===== config.mk =====
export PLATFORM = sky130hd
export DESIGN_NAME = count_readout_fifo
export DESIGN_NICKNAME = d
export VERILOG_FILES = /design/src/rtl/count_readout_fifo_pkg.sv /design/src/rtl/count_fifo_mem.sv /design/src/rtl/count_readout_fifo.sv
export SDC_FILE = /design/constraint.sdc
export NUM_CORES = 1
export LEC_CHECK = 0
export BUFFER_PORTS_ARGS = -buffer_cell sky130_fd_sc_hd__buf_2
export CORE_MARGIN = 3
export CORE_UTILIZATION = 60
export CTS_CLUSTER_SIZE = 28
export DETAILED_ROUTE_END_ITERATION = 8
export HOLD_SLACK_MARGIN = 0.02
export PLACE_DENSITY = 0.86
export SLEW_MARGIN = 40
export SYNTH_ARGS = -nofsm -noshare
export SYNTH_HDL_FRONTEND = slang
export SYNTH_SLANG_ARGS = --single-unit

===== constraint.sdc =====
create_clock -name clk_12mhz -period 9.5 [get_ports clk_12mhz]
set_input_delay 2.375 -clock clk_12mhz [delete_from_list [all_inputs] [get_ports clk_12mhz]]
set_output_delay 2.375 -clock clk_12mhz [all_outputs]
set_load 0.02 [all_outputs]

===== src/rtl/count_readout_fifo_pkg.sv =====
// Shared widths and byte-sequencer encodings for the count readout path.
package count_readout_fifo_pkg;

  localparam int COUNT_W          = 24;
  localparam int COUNT_FIFO_DEPTH = 8;
  localparam int COUNT_LEVEL_W    = 4;

  typedef enum logic [1:0] {
    BYTE_HI  = 2'd0,
    BYTE_MID = 2'd1,
    BYTE_LO  = 2'd2
  } byte_idx_t;

  function automatic logic [7:0] select_byte(input logic [COUNT_W-1:0] word,
                                             input byte_idx_t idx);
    logic [7:0] b;
    case (idx)
      BYTE_HI:  b = word[23:16];
      BYTE_MID: b = word[15:8];
      BYTE_LO:  b = word[7:0];
      default:  b = 8'h00;
    endcase
    return b;
  endfunction

endpackage


===== src/rtl/count_fifo_mem.sv =====
// Word storage for the count readout FIFO: sync write, async read.
module count_fifo_mem
  import count_readout_fifo_pkg::*;
#(
  parameter int DATA_W = COUNT_W,
  parameter int DEPTH  = COUNT_FIFO_DEPTH,
  parameter int ADDR_W = $clog2(DEPTH)
) (
  input  logic              clk,
  input  logic              we,
  input  logic [ADDR_W-1:0] waddr,
  input  logic [DATA_W-1:0] wdata,
  input  logic [ADDR_W-1:0] raddr,
  output logic [DATA_W-1:0] rdata
);

  logic [DATA_W-1:0] mem [DEPTH];

  // No reset on the array so it maps onto distributed RAM.
  always_ff @(posedge clk) begin
    if (we) mem[waddr] <= wdata;
  end

  assign rdata = mem[raddr];

endmodule


===== src/rtl/count_readout_fifo.sv =====
// Word FIFO between the count pre-buffer and the SPI slave; words are served
// MSB byte first and popped once their last byte has been read.
module count_readout_fifo
  import count_readout_fifo_pkg::*;
#(
  parameter int DATA_W  = COUNT_W,
  parameter int DEPTH   = COUNT_FIFO_DEPTH,
  parameter int LEVEL_W = COUNT_LEVEL_W
) (
  input  logic               clk_12mhz,
  input  logic               reset_n,
  input  logic               wr_en,
  input  logic [DATA_W-1:0]  wr_data,
  input  logic               flush,
  input  logic               byte_rd,
  output logic [7:0]         byte_out,
  output logic               byte_valid,
  output logic [LEVEL_W-1:0] fifo_level,
  output logic               full,
  output logic               empty,
  output logic               overflow,
  output logic               underrun,
  input  logic               clr_flags
);

  localparam int PTR_W = $clog2(DEPTH);

  logic [PTR_W-1:0]   wr_ptr;
  logic [PTR_W-1:0]   rd_ptr;
  logic [LEVEL_W-1:0] level;
  byte_idx_t          byte_idx;
  logic [DATA_W-1:0]  head_word;
  logic               pop;
  logic               wr_acc;
  logic               rd_acc;
  logic               ovf_evt;
  logic               unr_evt;

  assign empty      = (level == '0);
  assign full       = (level == LEVEL_W'(DEPTH));
  assign fifo_level = level;
  assign byte_valid = !empty;
  assign byte_out   = empty ? 8'h00 : select_byte(head_word, byte_idx);

  // A pop in the same cycle frees the slot a write-while-full needs.
  always_comb begin
    rd_acc  = byte_rd && !empty;
    pop     = rd_acc && (byte_idx == BYTE_LO);
    wr_acc  = wr_en && (!full || pop);
    ovf_evt = wr_en && full && !pop;
    unr_evt = byte_rd && empty;
  end

  count_fifo_mem #(
    .DATA_W (DATA_W),
    .DEPTH  (DEPTH),
    .ADDR_W (PTR_W)
  ) u_mem (
    .clk   (clk_12mhz),
    .we    (wr_acc && !flush),
    .waddr (wr_ptr),
    .wdata (wr_data),
    .raddr (rd_ptr),
    .rdata (head_word)
  );

  always_ff @(posedge clk_12mhz or negedge reset_n) begin
    if (!reset_n) begin
      wr_ptr   <= '0;
      rd_ptr   <= '0;
      level    <= '0;
      byte_idx <= BYTE_HI;
    end else if (flush) begin
      wr_ptr   <= '0;
      rd_ptr   <= '0;
      level    <= '0;
      byte_idx <= BYTE_HI;
    end else begin
      if (wr_acc) wr_ptr <= wr_ptr + PTR_W'(1);
      if (rd_acc) begin
        case (byte_idx)
          BYTE_HI:  byte_idx <= BYTE_MID;
          BYTE_MID: byte_idx <= BYTE_LO;
          default: begin
            byte_idx <= BYTE_HI;
            rd_ptr   <= rd_ptr + PTR_W'(1);
          end
        endcase
      end
      case ({wr_acc, pop})
        2'b10:   level <= level + LEVEL_W'(1);
        2'b01:   level <= level - LEVEL_W'(1);
        default: level <= level;
      endcase
    end
  end

  // A same-cycle event beats clr_flags so no dropped word goes unreported.
  always_ff @(posedge clk_12mhz or negedge reset_n) begin
    if (!reset_n) begin
      overflow <= 1'b0;
      underrun <= 1'b0;
    end else begin
      if (ovf_evt)        overflow <= 1'b1;
      else if (clr_flags) overflow <= 1'b0;
      if (unr_evt)        underrun <= 1'b1;
      else if (clr_flags) underrun <= 1'b0;
    end
  end

endmodule

==> Word-level counts from Yosys, hierarchy flattened <==
Memory sizes are Yosys's and may differ from the RTL's.
Index checks and enable logic that the tools add are counted.
{ "totals": {"reg_bits": 14, "mem_bits_rw": 192, "in_bits": 30, "output_inout_bits": 17, "word_cells": 55, "mem_count": 1} }
{ "memory_table": {"columns": ["name", "words", "word_bits", "rd", "rd_clocked_by_memory_dff", "wr", "line", "rtl"], "rows": [
  ["u_mem.mem", 8, 24, 1, 0, 1, "count_fifo_mem.sv:17", "logic [DATA_W-1:0] mem [DEPTH];"]
]} }
{ "op_classes": {"n_addsub": 4, "eq_ne": 6, "n_mux": 17, "n_reduce_logical": 21} }
{ "ops": {"columns": ["op", "count"], "rows": [
  ["$pmux W8 S3", 1],
  ["$mux W3", 5],
  ["$mux W8", 1],
  ["$pmux W4 S2", 1],
  ["$reduce_bool A2 Y1", 4],
  ["$logic_and A1 B1 Y1", 7],
  ["$add A3 B1 Y3 const B", 2],
  ["$mux W1", 5],
  ["$add A4 B1 Y4 const B", 1],
  ["$eq A2 B1 Y1 const B", 2],
  ["$eq A2 B2 Y1 const B", 2],
  ["$eq A4 B4 Y1 const B", 1],
  ["$logic_not A1 Y1", 4],
  ["$logic_not A4 Y1", 1],
  ["$mux W2", 2],
  ["$mux W4", 1],
  ["$pmux W2 S2", 1],
  ["$sub A4 B1 Y4 const B", 1],
  ["$reduce_bool A3 Y1", 1],
  ["$logic_not A2 Y1", 1],
  ["$ne A2 B1 Y1 const B", 1],
  ["$reduce_and A2 Y1", 1],
  ["$reduce_or A2 Y1", 1],
  ["$logic_or A1 B1 Y1", 1]
]} }

==> Longest topological paths before layout <==
Gate-level depths: netlist of run 1.
{ "depth": {"word_depth": 9, "depth_mapped": 11, "depth_no_buf": 10} }

==> Modules after synthesis <==
A second synthesis of run 1 with hierarchy kept.
{ "unflattened": {"cells_unflattened": 408, "area_unflattened_um2": 8364.3} }
{ "modules_own_cells": {"columns": ["module", "n_inst", "cells_each", "area_per_inst_um2", "seq_area_each_um2"], "rows": [
  ["count_fifo_mem", 1, 290, 7317.0, 5765.5],
  ["count_readout_fifo", 1, 118, 1047.3, 350.3]
]} }

==> Worst setup path before layout of run 1 <==
OpenSTA, ideal clock, no wires.
{ "synth_timing": {"kind": "input port to flip-flop", "start": "input byte_rd", "end": "memory u_mem.mem[1][0] (netlist name) (enable)", "arrival_time_ns": 4.965, "required_ns": 9.065, "setup_slack_ns": 4.099, "path_stages": 5, "cell_sequence": "nand3b_1 nor2_2 o21ai_2 or3b_1 nor3_1"} }
{ "synth_between": {"elab_chain_cells": 7} }
{ "synth_lines": {"columns": ["element", "line", "rtl"], "rows": [
  ["start, declared", "count_readout_fifo.sv:15", "input logic byte_rd,"],
  ["$logic_and A1 B1 Y1", "count_readout_fifo.sv:47", "rd_acc = byte_rd && !empty;"],
  ["$logic_and A1 B1 Y1", "count_readout_fifo.sv:48", "pop = rd_acc && (byte_idx == BYTE_LO);"],
  ["$logic_or A1 B1 Y1", "count_readout_fifo.sv:49", "wr_acc = wr_en && (!full || pop);"],
  ["$logic_and A1 B1 Y1", "count_readout_fifo.sv:49", null],
  ["$logic_and A1 B1 Y1", "count_readout_fifo.sv:60", ".we (wr_acc && !flush),"],
  ["$mux W1", "count_fifo_mem.sv:21", "if (we) mem[waddr] <= wdata;"],
  ["$mux W1 (implied by the code)", "count_fifo_mem.sv:21", null],
  ["end, declared", "count_fifo_mem.sv:17", null]
]} }
No other way between the ends.

==> Worst setup path after layout of run 1 <==
{ "layout_timing": {"start": "register rd_ptr[0]", "end": "output byte_out[3]"} }
{ "layout_between": {"elab_chain_cells": 3} }
{ "layout_lines": {"columns": ["element", "line", "rtl"], "rows": [
  ["start, declared", "count_readout_fifo.sv:29", "logic [PTR_W-1:0] rd_ptr;"],
  ["start signal, assigned", "count_readout_fifo.sv:86", "rd_ptr <= rd_ptr + PTR_W'(1);"],
  ["$mem_v2 Z8 W24", null, null],
  ["$pmux W8 S3", "count_readout_fifo_pkg.sv:17", "case (idx)"],
  ["$mux W8", "count_readout_fifo.sv:43", "assign byte_out = empty ? 8'h00 : select_byte(head_word, byte_idx);"],
  ["end, declared", "count_readout_fifo.sv:16", "output logic [7:0] byte_out,"]
]} }
No other way between the ends.

==> reports/qor.csv, run 1 <==
metric,value,unit
first-pass GRT wire length,25.8,mm
Fmax,190,MHz
largest net degree at the start of global routing,55,
Initial Util,62.1,%
Mapped Area,8280,sq um
largest family of logic cells by synthesized area,multiplexers,
die height,123,um
Tmin final,5.26,ns
min-delay src,overflow,
WL final,16.6,mm
Core Box Area,13300,sq um
Synth cell types,45,
row count,42,
Final HPWL DP,9.32,mm
Post-Synth Simple-Gate Area,4.97,%
chip width,123,um
nets,542,
wire per inst,23.8,um
post-DR vias/cell,6.29,
Reg2Reg Capture Point,u_mem.mem[3][2],
area grow syn2layout,12.8,%
"Seq/Total Area, Yosys",73.8,%
"EDFF count, synth",192,
H-tree levels,1,
Inserted Clock Buffers,20,
startpoint types,flip-flop,
"Reg clk slew, reported paths",0.06,ns
post-route ant nets,0,
CP endpoint,byte_out[3],
Peak VDD IR,164,uV
clock root buffer,clkbuf_16,
Main synth FF type,edfxtp_1,
post-synthesis instance total,452,
I/O pins,47,
"share of synthesized cell area in full adder, half adder and majority cells",0.604,%
ant diodes,0,
drt first pass iters,5,
proportion of layout cells with a drive suffix above 1,28.5,%
gpl congestion,0.720,
Slew headroom,55.5,%
Final Skew,0.0109,ns
post_cts resized,0,
number of post-CTS setup repair buffers,0,
worst r2r path cells,6,
vias in the first global route,4520,
gr ovfl total,0,
Syn Nets,486,
mux cell area share after synthesis,13.3,%
final setup vio count,0,
RSZ-0062 raised after global routing,false,
P per Cell Area,194,nW/um^2
setup TNS,0,ns
crit-path max FO,36,
Final Slew Violations,0,
ys async rst share,6.80,%
reg2reg setup slack,6.78,ns
r2r startpoint,byte_idx[1],
Slew @ Worst Pin,0.667,ns
XOR/XNOR share of the synthesized area,0.740,%
# hold bufs at CTS,0,
detailed router's first-iteration violation count,440,
status,finished clean,
number of synthesized register bits,206,
final worst-path cycle share,55.3,%
CTS tree,done,
Clock Sink Count,206,
DRC viols,0,
deepest clock path buffer count,3,
die area,15300,sq um
final non-filler cell total,696,
Hold Slack,0.543,ns
clk_lat worst skew,0.49,ns
IO Port Bufs,46,
crit path from,rd_ptr[0],
GR Util All Layers,23.0,%
Leak,3.07,nW
Cells after DPL,661,
"Avg Cell Area, Syn",18.3,sq um
max_cap viols,0,
Compound-Gate Fraction of Synth Area,4.86,%
kind of end point of the critical path,output pin,
"Hold Vio Cnt, Final",0,
CP Class,reg -> out,
Arrival @ worst endpoint,2.88,ns
Hold Crit Class,reg -> reg,
Yosys warning count,0,
total number of vias,4380,
initial antenna violation count,2,
Critical Path RT,7.13,ns
[cell usage after synthesis, types with 2 or more instances]
master     count  area (sq um)
mux4_2        32           721
nand2_1       22          82.6
o2111ai_1      8          70.1
buf_2          9          45.0
xor2_1         4          35.0
buf_1          2          7.51
nor3_1         5          25.0
nor3b_1        3          22.5
nand2b_1      14          87.6
mux2_2        16           180
ha_1           4          50.1
o2bb2ai_1      8          70.1
clkbuf_1       9          33.8
dfrtp_1       14           350
a21oi_1       14          70.1
a22oi_1        8          60.1
mux2i_1       20           200
edfxtp_1     192          5770
buf_4          2          15.0
xnor2_1        3          26.3
a31oi_1        2          12.5
inv_1          5          18.8
o22ai_1        9          56.3
nor2_1        26          97.6
[registers in the layout, indices dropped and copies added (netlist names)]
signal	count
underrun	1
wr_ptr	3
byte_idx	2
u_mem.mem	192
fifo_level	4
rd_ptr	3
overflow	1
[layer usage]
metal,share of wire [%],vias to the layer above,global-route usage [%]
met2,50,191,37.7
met4,3.2,4,8.37
met1,40,2233,32.2
met5,0.21,-,0
met3,6.7,34,3.25
li1,-,1918,-
[critical path, stage by stage (launching register included)]
cell	delay, ns
dfrtp_2	0.52
buf_4	0.51
mux4_2	0.58
mux2_2	0.28
a22oi_1	0.19
nand2_1	0.12
buf_2	0.18
[power breakdown]
part           internal [mW]  total (mW)  switching, mW
Sequential              1.01        1.02        0.00889
Combinational         0.0314      0.0908         0.0594
Clock                  0.406       0.707          0.301
[final cells by class]
| cell class | count | area [sq um] |
|---|---|---|
| fillers | 803 | 4000 |
| multi-input cells | 216 | 2090 |
| inverters | 6 | 22.5 |
| repair buffers | 58 | 324 |
| clock buffers | 32 | 567 |
| flip-flops and latches | 206 | 6120 |
| clock inverters | 2 | 7.51 |
| well taps | 176 | 220 |
[worst min path at each step]
stage | cells after the start | end | slack (ns)
final | 2 | overflow | 0.54
after floorplan | 2 | wr_ptr[0] | 0.54
after global placement | 2 | overflow | 0.49
after detailed placement | 2 | overflow | 0.52
after global routing | 2 | overflow | 0.56
after CTS | 2 | overflow | 0.53
[cells by family (layout without fill, tap and decap cells)]
logic type,count (synthesis),count (layout)
AO/OA/AOI/OAI,56,56
XOR/XNOR,7,7
adder cells (fa/ha/maj),4,4
buffers and inverters,30,98
flip-flops,206,206
multiplexers,68,68
AND/OR/NAND/NOR,81,81
[placed cells by master (no fill, tap or decap), drive strengths merged]
master / netlist / layout
edfxtp: 192 / 192
buf: 14 / 58
mux4: 32 / 32
clkbuf: 10 / 32
nor2: 27 / 27
nand2: 22 / 22
mux2i: 20 / 20
mux2: 16 / 16
a21oi: 14 / 14
nand2b: 14 / 14
dfrtp: 14 / 14
o22ai: 9 / 9
o2bb2ai: 8 / 8
o2111ai: 8 / 8
a22oi: 8 / 8
inv: 6 / 6
nor3: 5 / 5
xor2: 4 / 4
ha: 4 / 4
xnor2: 3 / 3
nor3b: 3 / 3
o21ai: 3 / 3
a31oi: 2 / 2
clkinv: 0 / 2
nor4: 2 / 2
or4b: 1 / 1
and4bb: 1 / 1
or2: 1 / 1
nand3b: 1 / 1
or3b: 1 / 1
or3: 1 / 1
nand3: 1 / 1
o211ai: 1 / 1
nand4: 1 / 1
o21a: 1 / 1
o32a: 1 / 1
o32ai: 1 / 1
[stage by stage]
stage	total power, mW	utilization, %	worst slack, ns	cell area (sq um)
finish	1.81	70.0	4.24	9350
CTS	1.82	69.9	4.12	9340
floorplan	1.08	-	4.10	8280
global placement	1.12	65.5	4.79	8740
global route	1.87	70.0	4.11	9350
detailed placement	1.12	65.6	4.64	8760
Power figures use the tool's default switching activity.
==> inputs of run 2 (changes only) <==
==> constraint.sdc (replaced) <==
create_clock -name clk_12mhz -period 5.3 [get_ports clk_12mhz]
set_input_delay 1.325 -clock clk_12mhz [delete_from_list [all_inputs] [get_ports clk_12mhz]]
set_output_delay 1.325 -clock clk_12mhz [all_outputs]
set_load 0.02 [all_outputs]
==> run 2 against run 1 <==
  * Via count grew 1.3%
  * Register-to-register slack worse by 4.4 ns
  * Hold slack worse by 0.010 ns
  * Global-route usage grew 0.79 points
  * Clock skew is 0.0071 ns lower
  * Count of clock-buffer cells in the layout is 9 lower
  * Power grew 94%
  * Design area up 1.6%
  * Cell count increased by 0.72%
==> reports/qor.csv, run 2 (synthesized netlist as in run 1, its figures left out) <==
metric,value,unit,change
setup TNS,0,ns,unchanged
WL final,17.2,mm,was 16.6 mm
first-pass GRT wire length,26.6,mm,was 25.8 mm
I/O pins,47,,unchanged
status,finished clean,,unchanged
initial antenna violation count,1,,was 2
post-route ant nets,0,,unchanged
"Hold Vio Cnt, Final",0,,unchanged
chip width,123,um,unchanged
crit-path cells,buf_4 -> buf_4 -> nand2b_1 -> o22ai_1 -> nand2b_1 -> o2111ai_1 -> nand2_1 -> buf_2,,was buf_4 -> mux4_2 -> mux2_2 -> a22oi_1 -> nand2_1 -> buf_2
Core Box Area,13300,sq um,unchanged
P per Cell Area,371,nW/um^2,was 194 nW/um^2
CTS tree,done,,unchanged
total number of vias,4439,,was 4380
Critical Path RT,3.97,ns,was 7.13 ns
H-tree levels,1,,unchanged
Slew @ Worst Pin,0.800,ns,was 0.667 ns
Tmin final,4.24,ns,
Final Cell Area,9490,sq um,was 9350 sq um
DRC viols,0,,unchanged
Leak,3.16,nW,was 3.07 nW
Hold Crit Class,reg -> reg,,unchanged
Biggest register,u_mem.mem,,unchanged
Critical Path Max Stage Delay,0.52,ns,was 0.58 ns
post-DR vias/cell,6.33,,was 6.29
ant diodes,0,,unchanged
Final Slew Violations,0,,unchanged
drt first pass iters,5,,unchanged
clock root buffer,clkbuf_16,,unchanged
wire per inst,24.5,um,was 23.8 um
area grow syn2layout,14.6,%,was 12.8%
vias in the first global route,4696,,was 4520
Final Skew,0.00385,ns,was 0.0109 ns
Final HPWL DP,9.61,mm,was 9.32 mm
IO Port Bufs,46,,unchanged
dpl cell area,8760,sq um,about the same
Peak VDD IR,322,uV,was 164 uV
CP Class,reg -> out,,unchanged
deepest clock path buffer count,3,,unchanged
die area,15300,sq um,unchanged
gr ovfl total,0,,unchanged
final worst-path cycle share,80.0,%,
Fmax,236,MHz,
final setup vio count,0,,unchanged
"Reg clk slew, reported paths",0.06,ns,about the same
max reg flops,192,,unchanged
startpoint types,flip-flop,,unchanged
detailed router's first-iteration violation count,461,,was 440
reg2reg setup slack,2.40,ns,was 6.78 ns
GR Util All Layers,23.8,%,was 23.0%
number of post-CTS setup repair buffers,0,,unchanged
Inserted Clock Buffers,20,,unchanged
Slew headroom,46.5,%,was 55.5%
nets,545,,was 542
RSZ-0062 raised after global routing,false,,unchanged
post_cts resized,0,,unchanged
Arrival @ worst endpoint,2.91,ns,was 2.88 ns
"commonest cells after routing, fill and taps aside","edfxtp_1, buf_2, mux4_2, nand2_1, clkbuf_16",,unchanged
proportion of layout cells with a drive suffix above 1,30.7,%,was 28.5%
crit-path max FO,38,,was 36
CP max stage cell,buf_4,,was mux4_2
row count,42,,unchanged
die height,123,um,unchanged
kind of end point of the critical path,output pin,,unchanged
gpl congestion,0.775,,was 0.720
final non-filler cell total,701,,was 696
largest net degree at the start of global routing,52,,was 55
max_cap viols,0,,unchanged
Place WS,1.51,ns,was 4.64 ns
"most common cell after layout, fill and taps aside",edfxtp_1,,unchanged
Initial Util,62.1,%,unchanged
Cells after DPL,665,,was 661
clk_lat worst skew,0.47,ns,was 0.49 ns
Clock Sink Count,206,,unchanged
# hold bufs at CTS,0,,unchanged
Setup WS post-layout,1.06,ns,was 4.24 ns
[run 2: cell types whose count changed in the layout (fill, tap and decap cells not counted), sizes merged]
cell and change:
buf +3, clkbuf -9, clkinv +4, bufinv +5, clkinvlp +2
[run 2: where the power goes]
| group | internal, mW | total (mW) | switching (mW) |
|---|---|---|---|
| clock network | 0.967 | 1.54 | 0.569 |
| logic | 0.0552 | 0.160 | 0.105 |
| registers | 1.81 | 1.82 | 0.0156 |
[run 2: final timing paths]
| check | end | depth (start not counted) | startpoint |
|---|---|---|---|
| max | byte_out[7] | 8 | rd_ptr[1] |
| min | underrun | 2 | underrun |
| max reg2reg | u_mem.mem[2][15] | 6 | byte_idx[1] |
| min reg2reg | underrun | 2 | underrun |
| max in group asynchronous | rd_ptr[2] | 1 | reset_n |
| min in group asynchronous | wr_ptr[2] | 1 | reset_n |
[run 2: worst max-delay path: cells and delay by family, from the launching register on]
| family | cells | cell delay (ns) |
|---|---|---|
| AND/OR/NAND/NOR | 3 | 0.61 |
| flip-flops | 1 | 0.34 |
| buffers and inverters | 3 | 1.09 |
| AO/OA/AOI/OAI | 2 | 0.36 |
[run 2: layout make-up]
class	instances	area (sq um)
Tap cell	176	220
Clock inverter	13	194
Timing Repair Buffer	61	343
Clock buffer	23	533
Multi-Input combinational cell	216	2060
Fill cell	784	3860
Sequential cell	206	6120
Inverter	6	22.5
[run 2: stage by stage]
step | total power, mW | hold WS [ns] | utilization (%)
floorplan | 1.94 | 0.538 | -
global placement | 2.00 | 0.505 | 65.6
detailed placement | 2.01 | 0.531 | 65.7
CTS | 3.53 | 0.541 | 71.1
global route | 3.61 | 0.560 | 71.1
finish | 3.52 | 0.532 | 71.1
[run 2: routing by layer]
metal,vias up,track usage (%),routed length [um]
li1,1930,-,-
met1,2215,32.4,6570
met2,236,39.2,8640
met3,56,3.39,1280
met4,2,10.2,667
met5,-,0,7
